--- src/rtl/uart_pkg.sv ---
// Shared UART types and helpers for the receive path.
// Build with UART_RX_PARITY_EN defined to add the PARITY state.
package uart_pkg;

    typedef enum logic [2:0] {
        IDLE,
        START,
        DATA,
`ifdef UART_RX_PARITY_EN
        PARITY,
`endif
        STOP,
        WAIT_HIGH
    } rx_state_t;

    localparam logic ON  = 1'b1;
    localparam logic OFF = 1'b0;

    // Tick index at which a bit is sampled, counted from its leading edge.
    function automatic int mid_tick(input int oversample);
        return oversample / 2 - 1;
    endfunction

endpackage

--- src/rtl/uart_baud_tick.sv ---
// Sample-tick prescaler: one-cycle tick every BAUD_DIV clocks, with a
// synchronous restart so frame timing is anchored to the detected start edge.
module uart_baud_tick #(
    parameter int BAUD_DIV = 27
) (
    input  logic Clk,
    input  logic Rst,
    input  logic restart,
    output logic tick
);

    localparam int            CW   = (BAUD_DIV > 1) ? $clog2(BAUD_DIV) : 1;
    localparam logic [CW-1:0] LAST = CW'(BAUD_DIV - 1);

    logic [CW-1:0] count;

    always_ff @(posedge Clk or posedge Rst) begin
        if (Rst) begin
            count <= '0;
        end else if (restart || count == LAST) begin
            count <= '0;
        end else begin
            count <= count + CW'(1);
        end
    end

    assign tick = (count == LAST);

endmodule

--- src/rtl/uart_receiver.sv ---
// Oversampling UART receiver with start validation, stop check and overrun flag.
// Optional parity (state PARITY, Parity_Odd/Parity_Error) via UART_RX_PARITY_EN.
module uart_receiver
    import uart_pkg::*;
#(
    parameter int DATA_BITS  = 8,
    parameter int OVERSAMPLE = 16,
    parameter int BAUD_DIV   = 27
) (
    input  logic                 Clk,
    input  logic                 Rst,
    input  logic                 Rx_Serial,
    input  logic                 Rx_Read,
`ifdef UART_RX_PARITY_EN
    input  logic                 Parity_Odd,
    output logic                 Parity_Error,
`endif
    output logic [DATA_BITS-1:0] Rx_Data_Out,
    output logic                 Data_Rdy_Out,
    output logic                 RTS,
    output logic                 Framing_Error,
    output logic                 Overrun_Error
);

    localparam int            SW          = $clog2(OVERSAMPLE);
    localparam int            BW          = $clog2(DATA_BITS);
    localparam logic [SW-1:0] MID_SAMPLE  = SW'(mid_tick(OVERSAMPLE));
    localparam logic [SW-1:0] LAST_SAMPLE = SW'(OVERSAMPLE - 1);
    localparam logic [BW-1:0] LAST_BIT    = BW'(DATA_BITS - 1);

    logic                 rx_meta;
    logic                 rx_sync;
    logic                 rx_prev;
    logic                 start_edge;
    logic                 tick;
    rx_state_t            state;
    logic [SW-1:0]        sample_cnt;
    logic [BW-1:0]        bit_cnt;
    logic [DATA_BITS-1:0] shift_reg;
`ifdef UART_RX_PARITY_EN
    logic                 parity_bit;
`endif

    // Synchronizer resets to the idle level so leaving reset never looks like a start edge.
    always_ff @(posedge Clk or posedge Rst) begin
        if (Rst) begin
            rx_meta <= ON;
            rx_sync <= ON;
            rx_prev <= ON;
        end else begin
            rx_meta <= Rx_Serial;
            rx_sync <= rx_meta;
            rx_prev <= rx_sync;
        end
    end

    assign start_edge = (state == IDLE) && rx_prev && !rx_sync;

    uart_baud_tick #(
        .BAUD_DIV (BAUD_DIV)
    ) u_baud_tick (
        .Clk     (Clk),
        .Rst     (Rst),
        .restart (start_edge),
        .tick    (tick)
    );

    always_ff @(posedge Clk or posedge Rst) begin
        if (Rst) begin
            state         <= IDLE;
            sample_cnt    <= '0;
            bit_cnt       <= '0;
            shift_reg     <= '0;
            Rx_Data_Out   <= '0;
            Data_Rdy_Out  <= OFF;
            RTS           <= ON;
            Framing_Error <= OFF;
            Overrun_Error <= OFF;
`ifdef UART_RX_PARITY_EN
            parity_bit    <= OFF;
            Parity_Error  <= OFF;
`endif
        end else begin
            Overrun_Error <= OFF;

            // A completing word later in this block overrides the read clear.
            if (Rx_Read && Data_Rdy_Out) begin
                Data_Rdy_Out  <= OFF;
                Framing_Error <= OFF;
`ifdef UART_RX_PARITY_EN
                Parity_Error  <= OFF;
`endif
            end

            case (state)
                IDLE: begin
                    if (start_edge) begin
                        state      <= START;
                        RTS        <= OFF;
                        sample_cnt <= '0;
                    end
                end

                START: begin
                    if (tick) begin
                        if (sample_cnt == MID_SAMPLE) begin
                            sample_cnt <= '0;
                            bit_cnt    <= '0;
                            if (rx_sync) begin
                                state <= IDLE;
                                RTS   <= ON;
                            end else begin
                                state <= DATA;
                            end
                        end else begin
                            sample_cnt <= sample_cnt + SW'(1);
                        end
                    end
                end

                DATA: begin
                    if (tick) begin
                        if (sample_cnt == LAST_SAMPLE) begin
                            sample_cnt <= '0;
                            shift_reg  <= {rx_sync, shift_reg[DATA_BITS-1:1]};
                            if (bit_cnt == LAST_BIT) begin
`ifdef UART_RX_PARITY_EN
                                state <= PARITY;
`else
                                state <= STOP;
`endif
                            end else begin
                                bit_cnt <= bit_cnt + BW'(1);
                            end
                        end else begin
                            sample_cnt <= sample_cnt + SW'(1);
                        end
                    end
                end

`ifdef UART_RX_PARITY_EN
                PARITY: begin
                    if (tick) begin
                        if (sample_cnt == LAST_SAMPLE) begin
                            sample_cnt <= '0;
                            parity_bit <= rx_sync;
                            state      <= STOP;
                        end else begin
                            sample_cnt <= sample_cnt + SW'(1);
                        end
                    end
                end
`endif

                STOP: begin
                    if (tick) begin
                        if (sample_cnt == LAST_SAMPLE) begin
                            sample_cnt    <= '0;
                            Rx_Data_Out   <= shift_reg;
                            Data_Rdy_Out  <= ON;
                            Framing_Error <= !rx_sync;
                            Overrun_Error <= Data_Rdy_Out && !Rx_Read;
`ifdef UART_RX_PARITY_EN
                            Parity_Error  <= (^shift_reg) ^ parity_bit ^ Parity_Odd;
`endif
                            // A low stop bit may be a break; hold off until the line recovers.
                            if (rx_sync) begin
                                state <= IDLE;
                                RTS   <= ON;
                            end else begin
                                state <= WAIT_HIGH;
                            end
                        end else begin
                            sample_cnt <= sample_cnt + SW'(1);
                        end
                    end
                end

                WAIT_HIGH: begin
                    if (rx_sync) begin
                        state <= IDLE;
                        RTS   <= ON;
                    end
                end

                default: begin
                    state <= IDLE;
                    RTS   <= ON;
                end
            endcase
        end
    end

endmodule

--- config.mk ---
export PLATFORM = sky130hd
export DESIGN_NAME = uart_receiver
export DESIGN_NICKNAME = d
export VERILOG_FILES = /design/src/rtl/uart_pkg.sv /design/src/rtl/uart_baud_tick.sv /design/src/rtl/uart_receiver.sv
export SDC_FILE = /design/constraint.sdc
export NUM_CORES = 1
export LEC_CHECK = 0
export ABC_CLOCK_PERIOD_IN_PS = 3820
export CORE_MARGIN = 2
export CORE_UTILIZATION = 55
export CTS_CLUSTER_DIAMETER = 120
export DETAILED_ROUTE_END_ITERATION = 7
export PLACE_DENSITY = 0.77
export SLEW_MARGIN = 20
export SYNTH_ARGS = -nofsm -noshare
export SYNTH_HDL_FRONTEND = slang
export SYNTH_HIERARCHICAL = 1
export SYNTH_SLANG_ARGS = --single-unit
--- constraint.sdc ---
create_clock -name Clk -period 3.82 [get_ports Clk]
set_input_delay 0.955 -clock Clk [delete_from_list [all_inputs] [get_ports Clk]]
set_output_delay 0.955 -clock Clk [all_outputs]
set_load 0.02 [all_outputs]
* After elaboration in Yosys (flattened, before gate mapping)
Cells that the tools add are included.
Cells by class: $add $sub $neg 3, eq/ne operators 19, multiplexer cells 43, bitwise gates (word level) 1, reduce and logical (&&, ||, !) cells 17
Operators with widths (count):
- 3-bit 2-to-1 mux | 15
- 4-bit 2-to-1 mux | 5
- 2-bit inequality test (second input constant) | 9
- 1-bit 2-to-1 mux | 17
- 3-bit one-hot mux with 5 select lines | 1
- 4-bit one-hot mux with 3 select lines | 1
- 6-bit AND reduction | 2
- 9-bit AND reduction | 1
- 3-bit by 2-bit equality test with 1-bit output (second input constant) | 2
- 3-bit equality test (second input constant) | 2
- 3-bit one-hot mux with 2 select lines | 1
- 3-bit AND reduction | 2
- 5-bit by 1-bit adder with 5-bit output (second input constant) | 1
- 5-bit equality test (second input constant) | 1
- 5-bit 2-to-1 mux | 1
- 1-bit one-hot mux with 5 select lines | 1
- 4-bit by 1-bit adder with 4-bit output (second input constant) | 1
- 4-bit by 3-bit equality test with 1-bit output (second input constant) | 1
- 4-bit equality test (second input constant) | 1
- 1-bit logical AND | 4
- 2-bit by 1-bit inequality test with 1-bit output (second input constant) | 2
- 4-bit AND reduction | 1
- 3-bit by 1-bit adder with 3-bit output (second input constant) | 1
- 3-bit by 1-bit equality test with 1-bit output (second input constant) | 1
- other kinds (8) | 9
Word-level totals: bits in registers 38, input port bits 4, output and inout bits 12, logic and storage cells 96

* Longest topological paths before layout
Gate-level depths: netlist of run 1.
depth in word-level cells 5, mapped depth 9, mapped depth without buffers 7

* Hierarchy
The synthesis of run 1 kept the hierarchy.
Modules (own cells, without submodules):
- uart_receiver | instances 1, cells each 144, area an instance 1493.9 µm², sequential area each 830.8 µm²
- uart_baud_tick | instances 1, cells each 23, area an instance 287.8 µm², sequential area each 125.1 µm²

* Worst setup path after synthesis of run 1
OpenSTA, ideal clock, no wires.
path kind flip-flop to flip-flop, start reg u_baud_tick.count[0], end reg shift_reg[0], library setup time 125 ps, arrival time 1788 ps, required time 3695 ps, path slack 1908 ps, cell stages (with the launch flop) 9, path buffers 2, clock period less this slack 1912 ps, path through dfrtp_1 > inv_1 > ha_1 > and4b_1 > buf_6 > and3_1 > and3_1 > buf_2 > mux2_2
Between the ends: word-level cells in the longest chain between the ends 2
RTL lines:
- start, declared | line uart_baud_tick.sv:15 | logic [CW-1:0] count;
- start signal, assigned | line uart_baud_tick.sv:23 | count <= count + CW'(1);
- 5-bit equality test | line uart_baud_tick.sv:27 | assign tick = (count == LAST);
- net tick | line uart_receiver.sv:35 | logic tick;
- 3-bit AND reduction (no line)
- end signal, assigned | line uart_receiver.sv:125 | shift_reg <= {rx_sync, shift_reg[DATA_BITS-1:1]};
- end, declared | line uart_receiver.sv:39 | logic [DATA_BITS-1:0] shift_reg;
The timed path passes the listed nets, and every way through them passes these cells. A chain may end at the register's enable or synchronous reset.

* Final worst setup path of run 1
start reg RTS, end out RTS
RTL lines:
- start, declared | line uart_receiver.sv:20 | output logic RTS,
- start signal, assigned | line uart_receiver.sv:76 | RTS <= ON;
- start signal, assigned | line uart_receiver.sv:99 | RTS <= OFF;
- start signal, assigned | line uart_receiver.sv:111 | RTS <= ON;
No word-level cell between the ends.

==> results of run 1 <==
-- kinds of logic after synthesis --
kind of cell	share of synthesized area, %
and+or+nand+nor	22.2
DFF	53.7
AOI/OAI and AO/OA	8.43
buffers and inverters	3.86
muxes	7.37
adders and majority gates	3.51
xor gates and xnor gates	0.983
-- per-layer routing --
metal	GRT usage (%)	wire length (um)	part of all wire [%]
met4	10.2	59	1.8
met5	0	0	0
met2	35.3	1670	51
met1	24.5	1430	44
met3	4.69	98	3.0
-- worst max path at each step --
stage	from	endpoint	depth (start not counted)	slack (ps)
after detailed placement	u_baud_tick/count[0]$_DFF_PP0_	shift_reg[6]$_DFFE_PP0P_	6	1470
after global routing	u_baud_tick/count[0]$_DFF_PP0_	shift_reg[6]$_DFFE_PP0P_	6	1320
after global placement	u_baud_tick/count[0]$_DFF_PP0_	shift_reg[6]$_DFFE_PP0P_	6	1580
after floorplan	u_baud_tick/count[0]$_DFF_PP0_	shift_reg[0]$_DFFE_PP0P_	8	1910
after CTS	RTS$_DFFE_PP1P_	RTS	1	1360
final	RTS$_DFFE_PP1P_	RTS	1	1380
-- power groups by stage --
stage / logic, mW / clock network [mW] / registers, mW
finish: 0.132 / 0.355 / 0.483
global route: 0.147 / 0.379 / 0.488
CTS: 0.135 / 0.362 / 0.482
detailed placement: 0.135 / 0 / 0.488
global placement: 0.125 / 0 / 0.483
floorplan: 0.107 / 0 / 0.478
-- synthesized netlist by cell type (2+ instances only) --
master     n
inv_1      7
a21oi_1    7
nand2_1   35
dfstp_2    4
ha_1       5
nand3_1    3
mux2_2     9
o21ai_0    6
dfrtp_1   34
nand4_1    2
or3_1      2
mux2i_1    3
nor2_1     6
and4_1     2
nor4_4     2
buf_2      4
xnor2_1    2
or2_2      2
and3_1     2
nor3_1     5
nand2b_1   2
o21bai_1   3
-- through the flow --
step,area (um2),power (mW),cells
2_1_floorplan,1780,0.585,167
3_3_place_gp,1950,0.609,220
3_5_place_dp,1950,0.623,220
4_1_cts,2060,0.980,228
5_1_grt,2060,1.01,228
6_report,2060,0.971,228
-- worst register-to-register path: cells and delay by family (launching register included) --
kind,cells,cell delay (ps)
buffers and inverters,1,80
DFF,1,440
and+or+nand+nor,3,1230
muxes,1,390
adders and majority gates,1,130
-- area by class of cell --
| type | count | share of cell area [%] |
|---|---|---|
| repair buffers | 16 | 7.64 |
| inverters | 7 | 1.27 |
| flip-flops and latches | 38 | 46.3 |
| multi-input cells | 115 | 36.7 |
| clock buffers | 6 | 2.49 |
| well taps | 44 | 2.67 |
| clock inverters | 2 | 2.91 |
==> reports/summary.json, run 1 <==
{
  "worst_setup_path": {
    "timing.critical_path.required_ps": 2860,
    "worst-path-max-fanout": 2,
    "worst_setup_path_start_kind": "flip-flop",
    "cell_with_the_largest_stage_delay_on_the_worst_path": "clkdlybuf4s50_1",
    "crit_buf_inv": 1,
    "cp_slowest_stage_delay_ps": 590,
    "timing.critical_path.max_delay_family": "buffers and inverters",
    "signal_arrival_time_at_the_worst_endpoint_ps": 1480,
    "reg2reg_slack_ps": 1450,
    "r2r.worst_path.cells": 6,
    "criticalPathCategory": "flip-flop to primary output",
    "regToRegEndpoint": "shift_reg[6]$_DFFE_PP0P_",
    "worstSetupEndpointType": "primary output",
    "critical_path.reg2reg.startpoint": "u_baud_tick/count[0]$_DFF_PP0_",
    "critical_path.cell_chain": "clkdlybuf4s50_1"
  },
  "clock_tree": {
    "clock_sinks": 38,
    "cts_setup_buffers": 0,
    "cts_root_buffer": "clkbuf_4",
    "post_cts_hold_buffer_count": 0,
    "cts-resized-gates": 0,
    "clock_latency_ps": 350,
    "cts-buffers-inserted": 5,
    "max-clock-path-buffers": 2,
    "cts_tree": "done",
    "path_clk_slew_ps": 120,
    "cts_max_level": 2
  },
  "timing": {
    "hold_ws_ps": 367,
    "period_share_pct": 63.8,
    "finalWorstSetupSlack_ps": 1380,
    "grt_setup_unrepaired": "no",
    "max_freq_ghz": 0.410,
    "maxSlewHeadroom_pct": 47.1,
    "setup_viol_count_final": 0,
    "setup-tns-final_ps": 0,
    "final.min_clock_period_ps": 2440,
    "report.final.hold_viol_count": 0,
    "worst_slew_pin_slew_ps": 787,
    "number_of_max_slew_violations_in_the_final_report": 0,
    "clock-skew-final_ps": 11.7
  },
  "drt": {
    "drc_violation_count_after_routing": 0,
    "wl_um": 3270,
    "avgRoutedWirePerCell_um": 14.3,
    "drt_iter0_markers": 73,
    "detail_route.first_pass.iterations": 4,
    "route.antenna.remaining_nets": 0,
    "detail_route.vias_per_cell": 5.52,
    "route.vias.total": 1258
  },
  "synth": {
    "post_synth_arst_share_pct": 100,
    "area_leader_netlist": "dfrtp_1",
    "synth_enable_flop_cells": 0,
    "synth.avg_cell_area_um2": 10.7,
    "post_synth_main_area_contributors": "dfrtp_1 (48%), nand2_1 (7.4%), dfstp_2 (5.9%)",
    "register_bit_total_from_synthesis": 38,
    "synthCells": 167,
    "synth_cell_type_count": 42,
    "yosysWarnings": 6,
    "synth_fp_nets": 176,
    "netlist_area_pre_place_mm2": 0.00178,
    "share_of_synthesized_area_occupied_by_flip_flops_and_latches_pct": 53.7,
    "synth_largest_type_area_fraction_pct": 47.8,
    "yosys_most_used_dff": "dfrtp_1"
  },
  "power_and_ir_drop": {
    "seq_power_share_pct": 49.8,
    "clockPowerShare_pct": 36.6,
    "comb_power_share_pct": 13.6,
    "pwr_density_cell_mw_per_mm2": 470,
    "net-switching-power_mw": 0.246,
    "internal_power_mw": 0.725,
    "power.static_leakage_nw": 0.982,
    "worst_ir_drop_vdd_mv": 0.276,
    "sw_frac_of_total_pct": 25.4
  },
  "hold_path": {
    "hold_path_depth": 0,
    "end_of_the_worst_hold_path": "rx_sync$_DFF_PP1_",
    "hp-start": "rx_meta$_DFF_PP1_",
    "hold_path.class": "flip-flop to flip-flop"
  },
  "placed_design": {
    "buffer_ports.inserted": 15,
    "gp_congestion": 0.779,
    "place_worst_setup_slack_ps": 1470,
    "post-dp-hpwl_um": 2300
  },
  "cells_and_area": {
    "regArea_um2": 956,
    "layout_commonest_cell": "nand2_1",
    "most_used_cells_in_the_layout_excluding_fill_and_tap_cells": "nand2_1 (35), dfrtp_1 (34), clkdlybuf4s50_1 (15), mux2_2 (9)",
    "antenna_cells_inserted": 0,
    "n_fill_cell": 257,
    "final_nets": 192,
    "combined_area_of_the_multi_input_logic_cells_um2": 757,
    "flow.area_growth_from_synthesis_pct": 15.8,
    "drive_gt1_share_pct": 14.7,
    "final_core_utilization_pct": 67.0
  },
  "grt": {
    "groute.usage.overall_pct": 20.7,
    "grt_pass1_vias": 1200,
    "grt_pass1_wl_um": 5460,
    "grt_remaining_overflow": 0,
    "antenna_found_initial": 0,
    "pin_count_of_the_biggest_net_entering_global_routing": 34
  },
  "die": {
    "number_of_top_level_design_ports": 16,
    "die_footprint_mm2": 0.00371,
    "core_mm2": 0.00308,
    "initial_core_util_pct": 57.9,
    "std_cell_rows": 20,
    "vertical_die_dimension_um": 60.9,
    "die_x_um": 60.9
  },
  "run_status": {
    "outcome": "complete, no violations"
  },
  "job": {
    "maxCapViolations": 0
  }
}
No activity file was read; power rests on OpenSTA's default activity.
==> inputs of run 2 (changes only) <==
--- a/config.mk
+++ b/config.mk
@@ -5,7 +5,7 @@
 export SDC_FILE = /design/constraint.sdc
 export NUM_CORES = 1
 export LEC_CHECK = 0
-export ABC_CLOCK_PERIOD_IN_PS = 3820
+export ABC_CLOCK_PERIOD_IN_PS = 2320
 export CORE_MARGIN = 2
 export CORE_UTILIZATION = 55
 export CTS_CLUSTER_DIAMETER = 120
==> constraint.sdc (replaced) <==
create_clock -name Clk -period 2.32 [get_ports Clk]
set_input_delay 0.58 -clock Clk [delete_from_list [all_inputs] [get_ports Clk]]
set_output_delay 0.58 -clock Clk [all_outputs]
set_load 0.02 [all_outputs]
==> run 2 against run 1 <==
  * Register-to-register slack worse by 1200 ps
  * Critical path depth unchanged
  * Routed wire length down 2.8%
  * Utilization up 0.33 points
  * Sequential power up 64%
  * Combinational power up 61%
  * Cell area up 0.49%
  * Sequential share of layout area down 0.22 points
  * Critical endpoint unchanged
  * Highest routed layer unchanged
==> reports/summary.json, run 2 (synthesis gave the netlist of run 1 again) <==
{
  "clock_tree": {
    "clock_latency": {"value": 350, "unit": "ps", "change": "about the same"},
    "cts_tree": "done",
    "post_cts_hold_buffer_count": {"value": 0, "change": "unchanged"},
    "clock_sinks": {"value": 38, "change": "unchanged"},
    "cts-resized-gates": {"value": 0, "change": "unchanged"},
    "cts_setup_buffers": {"value": 0, "change": "unchanged"},
    "max-clock-path-buffers": {"value": 2, "change": "unchanged"},
    "cts_root_buffer": "clkbuf_4",
    "cts-buffers-inserted": {"value": 5, "change": "unchanged"},
    "cts_max_level": {"value": 2, "change": "unchanged"},
    "path_clk_slew": {"value": 110, "unit": "ps", "change": "about the same"}
  },
  "worst_setup_path": {
    "worstSetupEndpointType": "primary output",
    "cell_with_the_largest_stage_delay_on_the_worst_path": "clkdlybuf4s50_1",
    "worstSetupPathDepth": {"value": 1, "change": "unchanged"},
    "setup.worst_path.start": "RTS$_DFFE_PP1P_",
    "worst_setup_path_start_kind": "flip-flop",
    "timing.critical_path.max_delay_family": "buffers and inverters",
    "critical_path.cell_chain": "clkdlybuf4s50_1",
    "regToRegEndpoint": "shift_reg[6]$_DFFE_PP0P_",
    "critical_path.reg2reg.startpoint": "u_baud_tick/count[0]$_DFF_PP0_",
    "worst-path-max-fanout": {"value": 2, "change": "unchanged"},
    "crit_buf_inv": {"value": 1, "change": "unchanged"},
    "r2r.worst_path.cells": {"value": 6, "change": "unchanged"},
    "reg2reg_slack": {"value": 290, "unit": "ps", "change": "-1160 ps"},
    "signal_arrival_time_at_the_worst_endpoint": {"value": 1480, "unit": "ps", "change": "about the same"},
    "criticalPathCategory": "flip-flop to primary output",
    "timing.critical_path.required": {"value": 1740, "unit": "ps", "change": "-1120 ps"},
    "critPathCapture": "RTS",
    "cp_slowest_stage_delay": {"value": 590, "unit": "ps", "change": "about the same"}
  },
  "placed_design": {
    "postPlaceCellArea": {"value": 0.00197, "unit": "mm2", "change": "+0.77%"},
    "post-dp-hpwl": {"value": 2250, "unit": "um", "change": "-2.4%"},
    "placedCellCount": {"value": 222, "change": "+0.91%"},
    "gp_congestion": {"value": 0.815, "change": "+4.6%"},
    "buffer_ports.inserted": {"value": 15, "change": "unchanged"}
  },
  "grt": {
    "pin_count_of_the_biggest_net_entering_global_routing": {"value": 34, "change": "unchanged"},
    "groute.usage.overall": {"value": 20.8, "unit": "%", "change": "+0.079 points"},
    "grt_pass1_vias": {"value": 1248, "change": "+4.0%"},
    "grt_pass1_wl": {"value": 5460, "unit": "um", "change": "unchanged"},
    "grt_remaining_overflow": {"value": 0, "change": "unchanged"},
    "antenna_found_initial": {"value": 0, "change": "unchanged"}
  },
  "timing": {
    "report.final.hold_viol_count": {"value": 0, "change": "unchanged"},
    "worst_slew_pin_slew": {"value": 460, "unit": "ps", "change": "-327 ps"},
    "number_of_max_slew_violations_in_the_final_report": {"value": 0, "change": "unchanged"},
    "grt_setup_unrepaired": "no",
    "period_share_pct": 88.9,
    "max_freq_ghz": 0.485,
    "maxSlewHeadroom": {"value": 69.3, "unit": "%", "change": "+22 points"},
    "clock-skew-final": {"value": 8.28, "unit": "ps", "change": "-3.46 ps"},
    "setup_viol_count_final": {"value": 0, "change": "unchanged"},
    "setup-tns-final": {"value": 0, "unit": "ps", "change": "unchanged"},
    "final.min_clock_period_ps": 2060
  },
  "die": {
    "initial_core_util": {"value": 57.9, "unit": "%", "change": "unchanged"},
    "number_of_top_level_design_ports": {"value": 16, "change": "unchanged"},
    "core": {"value": 0.00308, "unit": "mm2", "change": "unchanged"},
    "die_footprint": {"value": 0.00371, "unit": "mm2", "change": "unchanged"},
    "vertical_die_dimension": {"value": 60.9, "unit": "um", "change": "unchanged"},
    "die_x": {"value": 60.9, "unit": "um", "change": "unchanged"},
    "std_cell_rows": {"value": 20, "change": "unchanged"}
  },
  "cells_and_area": {
    "antenna_cells_inserted": {"value": 0, "change": "unchanged"},
    "most_used_cells_in_the_layout_excluding_fill_and_tap_cells": "nand2_1 (35), dfrtp_1 (34), clkdlybuf4s50_1 (15), mux2_2 (9)",
    "flow.area_growth_from_synthesis_pct": 16.4,
    "final_core_utilization": {"value": 67.4, "unit": "%", "change": "+0.33 points"},
    "drive_gt1_share": {"value": 15.6, "unit": "%", "change": "+0.92 points"},
    "final_nets": {"value": 194, "change": "+1.0%"},
    "finish.instance_area": {"value": 0.00207, "unit": "mm2", "change": "+0.49%"},
    "layout_commonest_cell": "nand2_1",
    "post_layout_nonfiller_instances": {"value": 230, "change": "+0.88%"}
  },
  "power_and_ir_drop": {
    "comb_power_share": {"value": 13.6, "unit": "%", "change": "about the same"},
    "totalPowerFinal": {"value": 1.57, "unit": "mW", "change": "+61%"},
    "seq_power_share": {"value": 50.6, "unit": "%", "change": "+0.8 points"},
    "power.static_leakage": {"value": 0.990, "unit": "nW", "change": "+0.80%"},
    "net-switching-power": {"value": 0.402, "unit": "mW", "change": "+63%"},
    "sw_frac_of_total": {"value": 25.6, "unit": "%", "change": "+0.27 points"},
    "clockPowerShare": {"value": 35.8, "unit": "%", "change": "-0.8 points"},
    "worst_ir_drop_vdd": {"value": 0.513, "unit": "mV", "change": "+86%"},
    "pwr_density_cell": {"value": 756, "unit": "mW/mm2", "change": "+61%"},
    "internal_power": {"value": 1.17, "unit": "mW", "change": "+61%"}
  },
  "drt": {
    "route.vias.total": {"value": 1284, "change": "+2.1%"},
    "wl": {"value": 3170, "unit": "um", "change": "-2.8%"},
    "detail_route.vias_per_cell": {"value": 5.58, "change": "+1.2%"},
    "detail_route.first_pass.iterations": {"value": 4, "change": "unchanged"},
    "route.antenna.remaining_nets": {"value": 0, "change": "unchanged"},
    "drt_iter0_markers": {"value": 73, "change": "unchanged"},
    "avgRoutedWirePerCell": {"value": 13.8, "unit": "um", "change": "-3.6%"},
    "drc_violation_count_after_routing": {"value": 0, "change": "unchanged"}
  },
  "job": {
    "maxCapViolations": {"value": 0, "change": "unchanged"}
  },
  "hold_path": {
    "hold_path.class": "flip-flop to flip-flop"
  },
  "run_status": {
    "outcome": "complete, no violations"
  }
}
## run 2: per-stage QoR
stage,setup WS (ps),hold slack (ps)
after global routing,175,377
after floorplan,408,345
final,257,371
after global placement,389,346
after CTS,233,367
after detailed placement,325,349
## run 2: per-layer routing
| layer | global-route usage [%] | vias to the layer above | part of all wire (%) |
|---|---|---|---|
| li1 | - | 613 | - |
| met3 | 6.18 | 6 | 4.4 |
| met1 | 23.9 | 638 | 43 |
| met2 | 34.4 | 27 | 50 |
| met4 | 11.8 | 0 | 2.1 |
| met5 | 0 | - | 0 |
## run 2: final cells by class
type | count | area (um2)
sequential | 38 | 956
inverter | 7 | 26.3
clock buffer | 5 | 37.5
clock inverter | 3 | 68.8
multi-input combinational | 115 | 757
fill | 243 | 1000
tap | 44 | 55.1
timing repair buffer | 18 | 173
## run 2: power by group through the flow
stage | combinational (mW) | sequential (mW) | clock (mW)
after floorplan | 0.177 | 0.786 | 0
after global placement | 0.202 | 0.798 | 0
after detailed placement | 0.216 | 0.807 | 0
after CTS | 0.216 | 0.793 | 0.571
after global routing | 0.246 | 0.806 | 0.611
final | 0.213 | 0.794 | 0.561
## run 2: worst min path at each step
| stage | startpoint | to | slack (ps) | depth (start not counted) |
|---|---|---|---|---|
| finish | rx_meta$_DFF_PP1_ | rx_sync$_DFF_PP1_ | 370 | 0 |
| CTS | rx_meta$_DFF_PP1_ | rx_sync$_DFF_PP1_ | 370 | 0 |
| floorplan | rx_meta$_DFF_PP1_ | rx_sync$_DFF_PP1_ | 350 | 0 |
| detailed placement | rx_meta$_DFF_PP1_ | rx_sync$_DFF_PP1_ | 350 | 0 |
| global route | rx_meta$_DFF_PP1_ | rx_sync$_DFF_PP1_ | 380 | 0 |
| global placement | rx_meta$_DFF_PP1_ | rx_sync$_DFF_PP1_ | 350 | 0 |
==> inputs of run 3 (changes only) <==
--- a/config.mk
+++ b/config.mk
@@ -10,6 +10,7 @@
 export CORE_UTILIZATION = 55
 export CTS_CLUSTER_DIAMETER = 120
 export DETAILED_ROUTE_END_ITERATION = 7
+export HOLD_SLACK_MARGIN = 0.1
 export PLACE_DENSITY = 0.77
 export SLEW_MARGIN = 20
 export SYNTH_ARGS = -nofsm -noshare
==> results of run 3 <==
The final DEF is identical to that of run 2; final timing and power are the same.
